<file path="src/rtl/ir_control_bank.sv">
// rtl/ir_control_bank.sv - IR key-code decoder driving persistent synth control state
//
// Purpose: turns per-frame IR key codes into tone/autoplay/channel/mute/volume
// state, with a repeat-holdoff window so held keys do not re-toggle while
// volume keys auto-repeat.
//
// Ports:
//   clk          system clock
//   iRST         asynchronous active-high reset
//   code         IR key code, qualified by code_valid
//   code_valid   one-cycle strobe per decoded IR frame
//   tone_switch  tone select
//   autoplay     autoplay enable
//   channel_en   per-channel enables [NUM_CH-1:0]
//   mute         mixer mute
//   volume       saturating volume level [VOL_W-1:0]
//   cmd_ack      one-cycle pulse when a command changes or re-applies state
//   cmd_drop     one-cycle pulse when a strobe or code is ignored
module ir_control_bank #(
  parameter int          NUM_CH         = 4,
  parameter int          VOL_W          = 4,
  parameter int          VOL_RESET      = 8,
  parameter int          HOLDOFF_CYCLES = 5000000,
  parameter logic [7:0]  CH_OFF_BASE    = 8'h10,
  parameter logic [7:0]  CH_ON_BASE     = 8'h20,
  parameter logic [7:0]  CH_TOG_BASE    = 8'h30
) (
  input  logic              clk,
  input  logic              iRST,
  input  logic [7:0]        code,
  input  logic              code_valid,
  output logic              tone_switch,
  output logic              autoplay,
  output logic [NUM_CH-1:0] channel_en,
  output logic              mute,
  output logic [VOL_W-1:0]  volume,
  output logic              cmd_ack,
  output logic              cmd_drop
);

  localparam int CNT_W = (HOLDOFF_CYCLES > 1) ? $clog2(HOLDOFF_CYCLES + 1) : 1;
  localparam logic [CNT_W-1:0] HOLD_LOAD = CNT_W'(HOLDOFF_CYCLES);
  localparam logic [VOL_W-1:0] VOL_MAX   = '1;
  localparam logic [VOL_W-1:0] VOL_INIT  = VOL_W'(VOL_RESET);

  localparam logic [1:0] IDLE = 2'd0;
  localparam logic [1:0] EXEC = 2'd1;
  localparam logic [1:0] HOLD = 2'd2;

  localparam logic [7:0] C_TONE0 = 8'h01;
  localparam logic [7:0] C_TONE1 = 8'h02;
  localparam logic [7:0] C_AUTO0 = 8'h03;
  localparam logic [7:0] C_AUTO1 = 8'h04;
  localparam logic [7:0] C_MUTE  = 8'h05;
  localparam logic [7:0] C_VOLUP = 8'h06;
  localparam logic [7:0] C_VOLDN = 8'h07;

  logic [1:0]       state, state_nxt;
  logic [7:0]       cmd_reg, last_code;
  logic [CNT_W-1:0] hold_cnt;
  logic             drop_pend;

  // Next values of the control outputs, computed from cmd_reg in EXEC
  logic              tone_nxt, auto_nxt, mute_nxt, ack_nxt, drop_nxt;
  logic [NUM_CH-1:0] ch_nxt;
  logic [VOL_W-1:0]  vol_nxt;
  logic              known;

  // A strobe in HOLD is taken if it is a new key, or a volume key repeating
  logic accept_hold;
  logic strobe_take, strobe_drop;

  assign accept_hold = (code != last_code) || (code == C_VOLUP) || (code == C_VOLDN);
  assign strobe_take = code_valid && ((state == IDLE) || ((state == HOLD) && accept_hold));
  assign strobe_drop = code_valid && ((state == EXEC) || ((state == HOLD) && !accept_hold));

  // State register
  always_ff @(posedge clk or posedge iRST) begin
    if (iRST) state <= IDLE;
    else      state <= state_nxt;
  end

  // Next-state logic
  always_comb begin
    state_nxt = state;
    case (state)
      IDLE: if (code_valid) state_nxt = EXEC;
      EXEC: state_nxt = (HOLDOFF_CYCLES == 0) ? IDLE : HOLD;
      HOLD: begin
        if (strobe_take)                      state_nxt = EXEC;
        else if (code_valid)                  state_nxt = HOLD;
        else if (hold_cnt <= CNT_W'(1))       state_nxt = IDLE;
        else                                  state_nxt = HOLD;
      end
      default: state_nxt = IDLE;
    endcase
  end

  // Output logic: decode cmd_reg into next control values
  always_comb begin
    tone_nxt = tone_switch;
    auto_nxt = autoplay;
    mute_nxt = mute;
    ch_nxt   = channel_en;
    vol_nxt  = volume;
    known    = 1'b0;
    ack_nxt  = 1'b0;
    drop_nxt = drop_pend;
    if (state == EXEC) begin
      case (cmd_reg)
        C_TONE0: begin tone_nxt = 1'b0;  known = 1'b1; end
        C_TONE1: begin tone_nxt = 1'b1;  known = 1'b1; end
        C_AUTO0: begin auto_nxt = 1'b0;  known = 1'b1; end
        C_AUTO1: begin auto_nxt = 1'b1;  known = 1'b1; end
        C_MUTE:  begin mute_nxt = ~mute; known = 1'b1; end
        C_VOLUP: begin
          known    = 1'b1;
          mute_nxt = 1'b0;
          if (volume != VOL_MAX) vol_nxt = volume + VOL_W'(1);
        end
        C_VOLDN: begin
          known    = 1'b1;
          mute_nxt = 1'b0;
          if (volume != '0) vol_nxt = volume - VOL_W'(1);
        end
        default: begin
          // Channel codes; only indices below NUM_CH match
          for (int i = 0; i < NUM_CH; i++) begin
            if (cmd_reg == CH_OFF_BASE + 8'(i)) begin ch_nxt[i] = 1'b0;           known = 1'b1; end
            if (cmd_reg == CH_ON_BASE  + 8'(i)) begin ch_nxt[i] = 1'b1;           known = 1'b1; end
            if (cmd_reg == CH_TOG_BASE + 8'(i)) begin ch_nxt[i] = ~channel_en[i]; known = 1'b1; end
          end
        end
      endcase
      ack_nxt  = known;
      drop_nxt = drop_pend | ~known;
    end
  end

  // Datapath and registered outputs
  always_ff @(posedge clk or posedge iRST) begin
    if (iRST) begin
      cmd_reg     <= 8'h00;
      last_code   <= 8'h00;
      hold_cnt    <= '0;
      drop_pend   <= 1'b0;
      tone_switch <= 1'b0;
      autoplay    <= 1'b0;
      channel_en  <= '0;
      mute        <= 1'b0;
      volume      <= VOL_INIT;
      cmd_ack     <= 1'b0;
      cmd_drop    <= 1'b0;
    end else begin
      if (strobe_take) cmd_reg <= code;
      // Dropped strobes are reported one edge later so they line up with
      // the timing of EXEC results
      drop_pend <= strobe_drop;

      case (state)
        EXEC: begin
          last_code <= cmd_reg;
          hold_cnt  <= HOLD_LOAD;
        end
        HOLD: begin
          // A suppressed repeat restarts the window so a held key stays muted
          if (strobe_drop)            hold_cnt <= HOLD_LOAD;
          else if (hold_cnt != '0)    hold_cnt <= hold_cnt - CNT_W'(1);
        end
        default: hold_cnt <= '0;
      endcase

      tone_switch <= tone_nxt;
      autoplay    <= auto_nxt;
      channel_en  <= ch_nxt;
      mute        <= mute_nxt;
      volume      <= vol_nxt;
      cmd_ack     <= ack_nxt;
      cmd_drop    <= drop_nxt;
    end
  end

endmodule

</file>
<file path="config.mk">
export PLATFORM = sky130hd
export DESIGN_NAME = ir_control_bank
export DESIGN_NICKNAME = d
export VERILOG_FILES = /design/src/rtl/ir_control_bank.sv
export SDC_FILE = /design/constraint.sdc
export NUM_CORES = 1
export LEC_CHECK = 0
export BUFFER_PORTS_ARGS = -buffer_cell sky130_fd_sc_hd__buf_2
export CORE_ASPECT_RATIO = 0.8
export CORE_MARGIN = 2
export CORE_UTILIZATION = 59
export CTS_CLUSTER_SIZE = 24
export DETAILED_ROUTE_END_ITERATION = 12
export PLACE_DENSITY = 0.9
export RECOVER_POWER = 25
export SYNTH_ARGS = -nofsm -noshare
export SYNTH_HDL_FRONTEND = slang
export SYNTH_SLANG_ARGS = --single-unit
</file>
<file path="constraint.sdc">
create_clock -name clk -period 3.32 [get_ports clk]
set_input_delay 0.664 -clock clk [delete_from_list [all_inputs] [get_ports clk]]
set_output_delay 0.664 -clock clk [all_outputs]
set_load 0.005 [all_outputs]
</file>
After elaboration in Yosys (flattened, before gate mapping)
Cells that the tools add are included.
{ "totals": {"mem_bits_ro": 0, "word_cells": 128, "inputBits": 11, "latch_bits": 0, "out_inout_bits": 13, "n_memories": 0, "ram_bits": 0, "regBits": 55} }
{ "op_classes": {"n_reduce_logical": 30, "n_addsub": 3, "order_cmp": 1, "n_div": 0, "mux": 42, "shifts": 0, "multipliers": 0, "n_eq_ne": 29, "bitwise_logic": 8} }
{ "ops": {"columns": ["cell", "n"], "rows": [
  ["8-bit by 6-bit equality test with 1-bit output, second input constant", 8],
  ["8-bit by 3-bit equality test with 1-bit output, second input constant", 6],
  ["23-bit 2-to-1 mux", 2],
  ["23-bit case mux with 2 select lines", 1],
  ["8-bit by 5-bit equality test with 1-bit output, second input constant", 4],
  ["1-bit 2-to-1 mux", 28],
  ["23-bit by 1-bit <= comparator with 1-bit output, second input constant", 1],
  ["23-bit nonzero test", 1],
  ["23-bit by 1-bit subtractor with 23-bit output, second input constant", 1],
  ["8-bit by 2-bit equality test with 1-bit output, second input constant", 2],
  ["3-bit AND reduction", 4],
  ["3-bit nonzero test", 4],
  ["8-bit by 1-bit equality test with 1-bit output, second input constant", 1],
  ["2-bit 2-to-1 mux", 4],
  ["4-bit 2-to-1 mux", 2],
  ["8-bit inequality test", 1],
  ["4-bit case mux with 2 select lines", 1],
  ["2-bit nonzero test", 4],
  ["1-bit NOT", 7],
  ["7-bit OR reduction", 1],
  ["2-bit inequality test, second input constant", 3],
  ["1-bit case mux with 2 select lines", 3],
  ["2-bit case mux with 3 select lines", 1],
  ["2-bit AND reduction", 3],
  ["14 further kinds", 20]
]} }

Longest topological paths before layout
{ "logic_depth": {"ltp_word": 18, "depth_mapped": 11, "depth_no_buf": 10} }

Worst setup path after synthesis
OpenSTA, ideal clock, no wires.
{ "synth_path": {"kind": "reg2reg", "start": "register state[1]", "end": "register channel_en[2]", "setup_time_ns": 0.125, "path_slack_ns": 0.886, "t_arrival_ns": 2.309, "path_stages_with_launch": 8, "path_buffers": 1, "synth_period_minus_slack_ns": 2.434, "required_time_ns": 3.195, "path_cell_list": "dfrtp_1 inv_1 ha_1 clkbuf_1 or4b_1 or3_1 nor3b_1 mux2_2"} }
{ "synth_between": {"elab_chain_len": 2} }
{ "synth_rtl": {"columns": ["element", "line", "text"], "rows": [
  ["from (decl)", "58", "logic [1:0] state, state_nxt;"],
  ["from (signal assigned)", "80", "else state <= state_nxt;"],
  ["2-bit by 1-bit equality test with 1-bit output", "109", "if (state == EXEC) begin"],
  ["3-bit AND reduction (no line)", null, null],
  ["to (signal assigned)", "175", "channel_en <= ch_nxt;"],
  ["to (decl)", "34", "output logic [NUM_CH-1:0] channel_en,"]
]} }
Every way passes these cells.
A chain may end at the register's enable or synchronous reset.

Worst setup path after layout
{ "layout_path": {"start": "register hold_cnt[0]", "end": "register hold_cnt[18]"} }
{ "layout_between": {"elab_chain_len": 4, "elab_cells_between_ends": 6, "cone_classes": "add/sub (1); eq/ne (1); mux (3); reduce/logical (1)"} }
{ "layout_rtl": {"columns": ["element", "line", "text"], "rows": [
  ["from (decl)", "60", "logic [CNT_W-1:0] hold_cnt;"],
  ["from (signal assigned)", "168", "else if (hold_cnt != '0) hold_cnt <= hold_cnt - CNT_W'(1);"],
  ["23-bit by 1-bit subtractor with 23-bit output", "168", null],
  ["23-bit 2-to-1 mux", "168", null],
  ["23-bit 2-to-1 mux", "167", "if (strobe_drop) hold_cnt <= HOLD_LOAD;"],
  ["23-bit case mux with 2 select lines", "160", "case (state)"]
]} }
Parallel ways exist; a longest one is shown, timed or not. The select of a mux whose other input is x is not followed.

==> results.toml <==
[outcome]
status = "finished clean"

[logic_synthesis]
yosysWarnings = 0
synth_edf_count = 0
syn-num-nets = 304
yosys.cell_types.count = 42
syn-cell-area_sq_um = 2930
async_flop_share = 1.00
yosysSeqAreaShare = 0.470
synth_seq_cells = 55
synthFlopType = "dfrtp_1"
syn_area_per_cell_sq_um = 10.3
syn_inst = 284

[global_routing]
grt_overflow = 0
first_global_vias = 2098
grt_max_degree = 31
grt_use_total = 0.244
grt_pass1_wl_mm = 10.1
antenna_found_initial = 0

[die]
rows = 22
core_area_sq_um = 4680
die_w_um = 82.8
die_area_sq_um = 5550
io_pins = 24
die_y_um = 67.0
start_util = 0.626

[place]
dp_hpwl_mm = 4.31
dp.cells = 358
io_buffer_count = 23
place_area_sq_um = 3090
gp_congestion = 0.834

[clock_network]
cts-resized-gates = 0
clk_pin_slew_ns = 0.10
postCtsHoldBufs = 0
cts_buffer_depth = 2
cts_made_buffers = 5
clk_latency_ns = 0.31
cts_tree = "built"
htreeDepth = 2
clock-sinks = 55
cts_root_buf = "clkbuf_8"
postCtsSetupBuffers = 0

[setup_path]
worst-setup-path-type = "reg2reg"
critPathCapture = "hold_cnt[18]"
setup.worst_path.start_class = "register"
slowest_stage = "or3b_2"
cp_max_fo = 8
crit_start = "hold_cnt[0]"
rr_worst_depth = 7
critPathCaptureType = "register"
r2r_slack_ns = 0.85
arrival_ns = 2.62
cpPeakStageDelay_ns = 0.47
cp_cell_sequence = "inv_1, ha_1, or3b_2, nor2_1, nand2_1, o31ai_4, a21oi_1"
rr_endpoint = "hold_cnt[18]"
cp.required_ns = 3.47
r2r_start = "hold_cnt[0]"

[route]
routedWlPerCell_um = 16.1
drt_first_iter_violations = 134
firstDrtPassIters = 4
postRouteAntennaNets = 0
vias = 2163
viasPerCell = 5.91
drc = 0
wirelength_mm = 5.88

[final_layout]
design_area_sq_um = 3180
drive_gt1_frac = 0.199
fin_cells = 366
syn2layout_area_growth_pct = 8.45
final_nets = 325
num-fill-cells = 355
multi_input_comb_area_sq_um = 1470
ff_latch_area_sq_um = 1380
n_antenna_cell = 0
largest_reg_flops = 23

[hold_path]
hp-class = "reg2reg"

[sta]
final_max_slew_viol_count = 0
rsz0062_at_grt = "no"
worstMarginPinSlew_ns = 1.13
max_freq_mhz = 405
hold_violations = 0
setup_viol = 0
fin_crit_sh = 0.743
fin_crit_ns = 2.47
clock_skew_ns = 0.0143
slew_headroom = 0.245
setup_tns_ns = 0

[power]
p_leak_nw = 1.47
total_power_mw = 3.72
cellPowerDensity_nw_per_um2 = 1170
vdd_drop_max_mv = 0.520

[job]
maxCapViolCount = 0
-- report_power, final --
part / internal, mW / switching, mW / leakage, nW
Combinational: 0.963 / 1.20 / 0.725
Sequential: 0.913 / 0.280 / 0.708
Clock: 0.148 / 0.217 / 0.0412
Total: 2.02 / 1.69 / 1.47
-- worst min path at each step --
stage / startpoint / endpoint / slack (ns) / depth (start not counted)
detailed placement: drop_pend / cmd_drop / 0.42 / 1
CTS: iRST / autoplay / 0.44 / 2
finish: drop_pend / cmd_drop / 0.45 / 1
floorplan: drop_pend / cmd_drop / 0.40 / 1
global route: drop_pend / cmd_drop / 0.48 / 1
global placement: drop_pend / cmd_drop / 0.42 / 1
-- cells in the mapped netlist (3+ instances only) --
cell / count / share of area
or4_1: 6 / 0.015
mux2_2: 21 / 0.081
nand4b_1: 4 / 0.012
inv_1: 10 / 0.013
nor2_1: 30 / 0.038
nand3_1: 6 / 0.010
and3_1: 4 / 0.0085
xor2_1: 16 / 0.048
clkbuf_1: 8 / 0.010
a31oi_1: 3 / 0.0064
nand2_1: 14 / 0.018
o31ai_1: 4 / 0.010
ha_1: 8 / 0.034
a21oi_1: 18 / 0.031
nor4_1: 9 / 0.019
nor3_1: 8 / 0.014
o21ai_0: 11 / 0.019
nand3b_1: 4 / 0.010
xnor2_1: 14 / 0.042
buf_2: 4 / 0.0068
dfrtp_1: 54 / 0.46
-- routing by layer --
metal / vias up / track usage / wire length [um]
li1: 1052 / - / -
met1: 1049 / 0.343 / 2790
met2: 52 / 0.384 / 2720
met3: 10 / 0.0461 / 279
met4: 0 / 0.0717 / 82
met5: - / 0 / 0
-- kinds of logic after synthesis --
family,Yosys count,synth area share
mux,22,0.0841
compound gates,47,0.102
simple gates,99,0.183
xor+xnor,30,0.0897
fa+ha+maj,9,0.0410
flops,55,0.470
buf+inv,22,0.0299
-- placed cells by master (no fill, tap or decap), types with 2 or more instances in the layout --
master / synthesis / layout
nand3b_1: 4 / 4
mux2_2: 21 / 21
nand2b_1: 2 / 2
clkbuf_8: 0 / 5
nor2b_1: 2 / 2
nand4b_1: 4 / 4
o211ai_1: 2 / 2
or4_4: 2 / 2
a21oi_1: 18 / 18
a31oi_1: 3 / 3
and3_1: 4 / 4
a21o_1: 2 / 2
xnor2_1: 14 / 14
buf_4: 0 / 3
nor3_1: 8 / 8
or4_1: 6 / 6
dfrtp_1: 54 / 54
nand3_1: 6 / 6
nor2_1: 30 / 30
inv_1: 10 / 10
ha_1: 8 / 8
buf_2: 4 / 23
nand2_1: 14 / 14
o31ai_1: 4 / 4
or3_1: 2 / 2
nor3b_1: 2 / 2
nor4_1: 9 / 9
xor2_1: 16 / 16
o21ai_0: 11 / 11
-- layout make-up --
cell class	count	share of cell area
clock buffers	6	0.0228
well taps	60	0.0236
repair buffers	26	0.0433
multi-input cells	207	0.461
clock inverters	2	0.00394
inverters	10	0.0118
flip-flops and latches	55	0.433
-- worst max-delay path, delay by kind of cell, from the launching register on --
family	cells	cell delay (ns)
AND/OR/NAND/NOR	3	1.06
AO/OA/AOI/OAI	2	0.47
flip-flops	1	0.44
adder cells (fa/ha/maj)	1	0.20
buffers and inverters	1	0.12
-- per-stage QoR --
step,setup WS [ns],hold slack [ns],util
floorplan,0.886,0.404,-
global placement,0.790,0.415,0.661
detailed placement,0.562,0.421,0.661
CTS,0.858,0.443,0.679
global route,0.671,0.477,0.679
finish,0.852,0.451,0.679
Power figures use the tool's default switching activity.
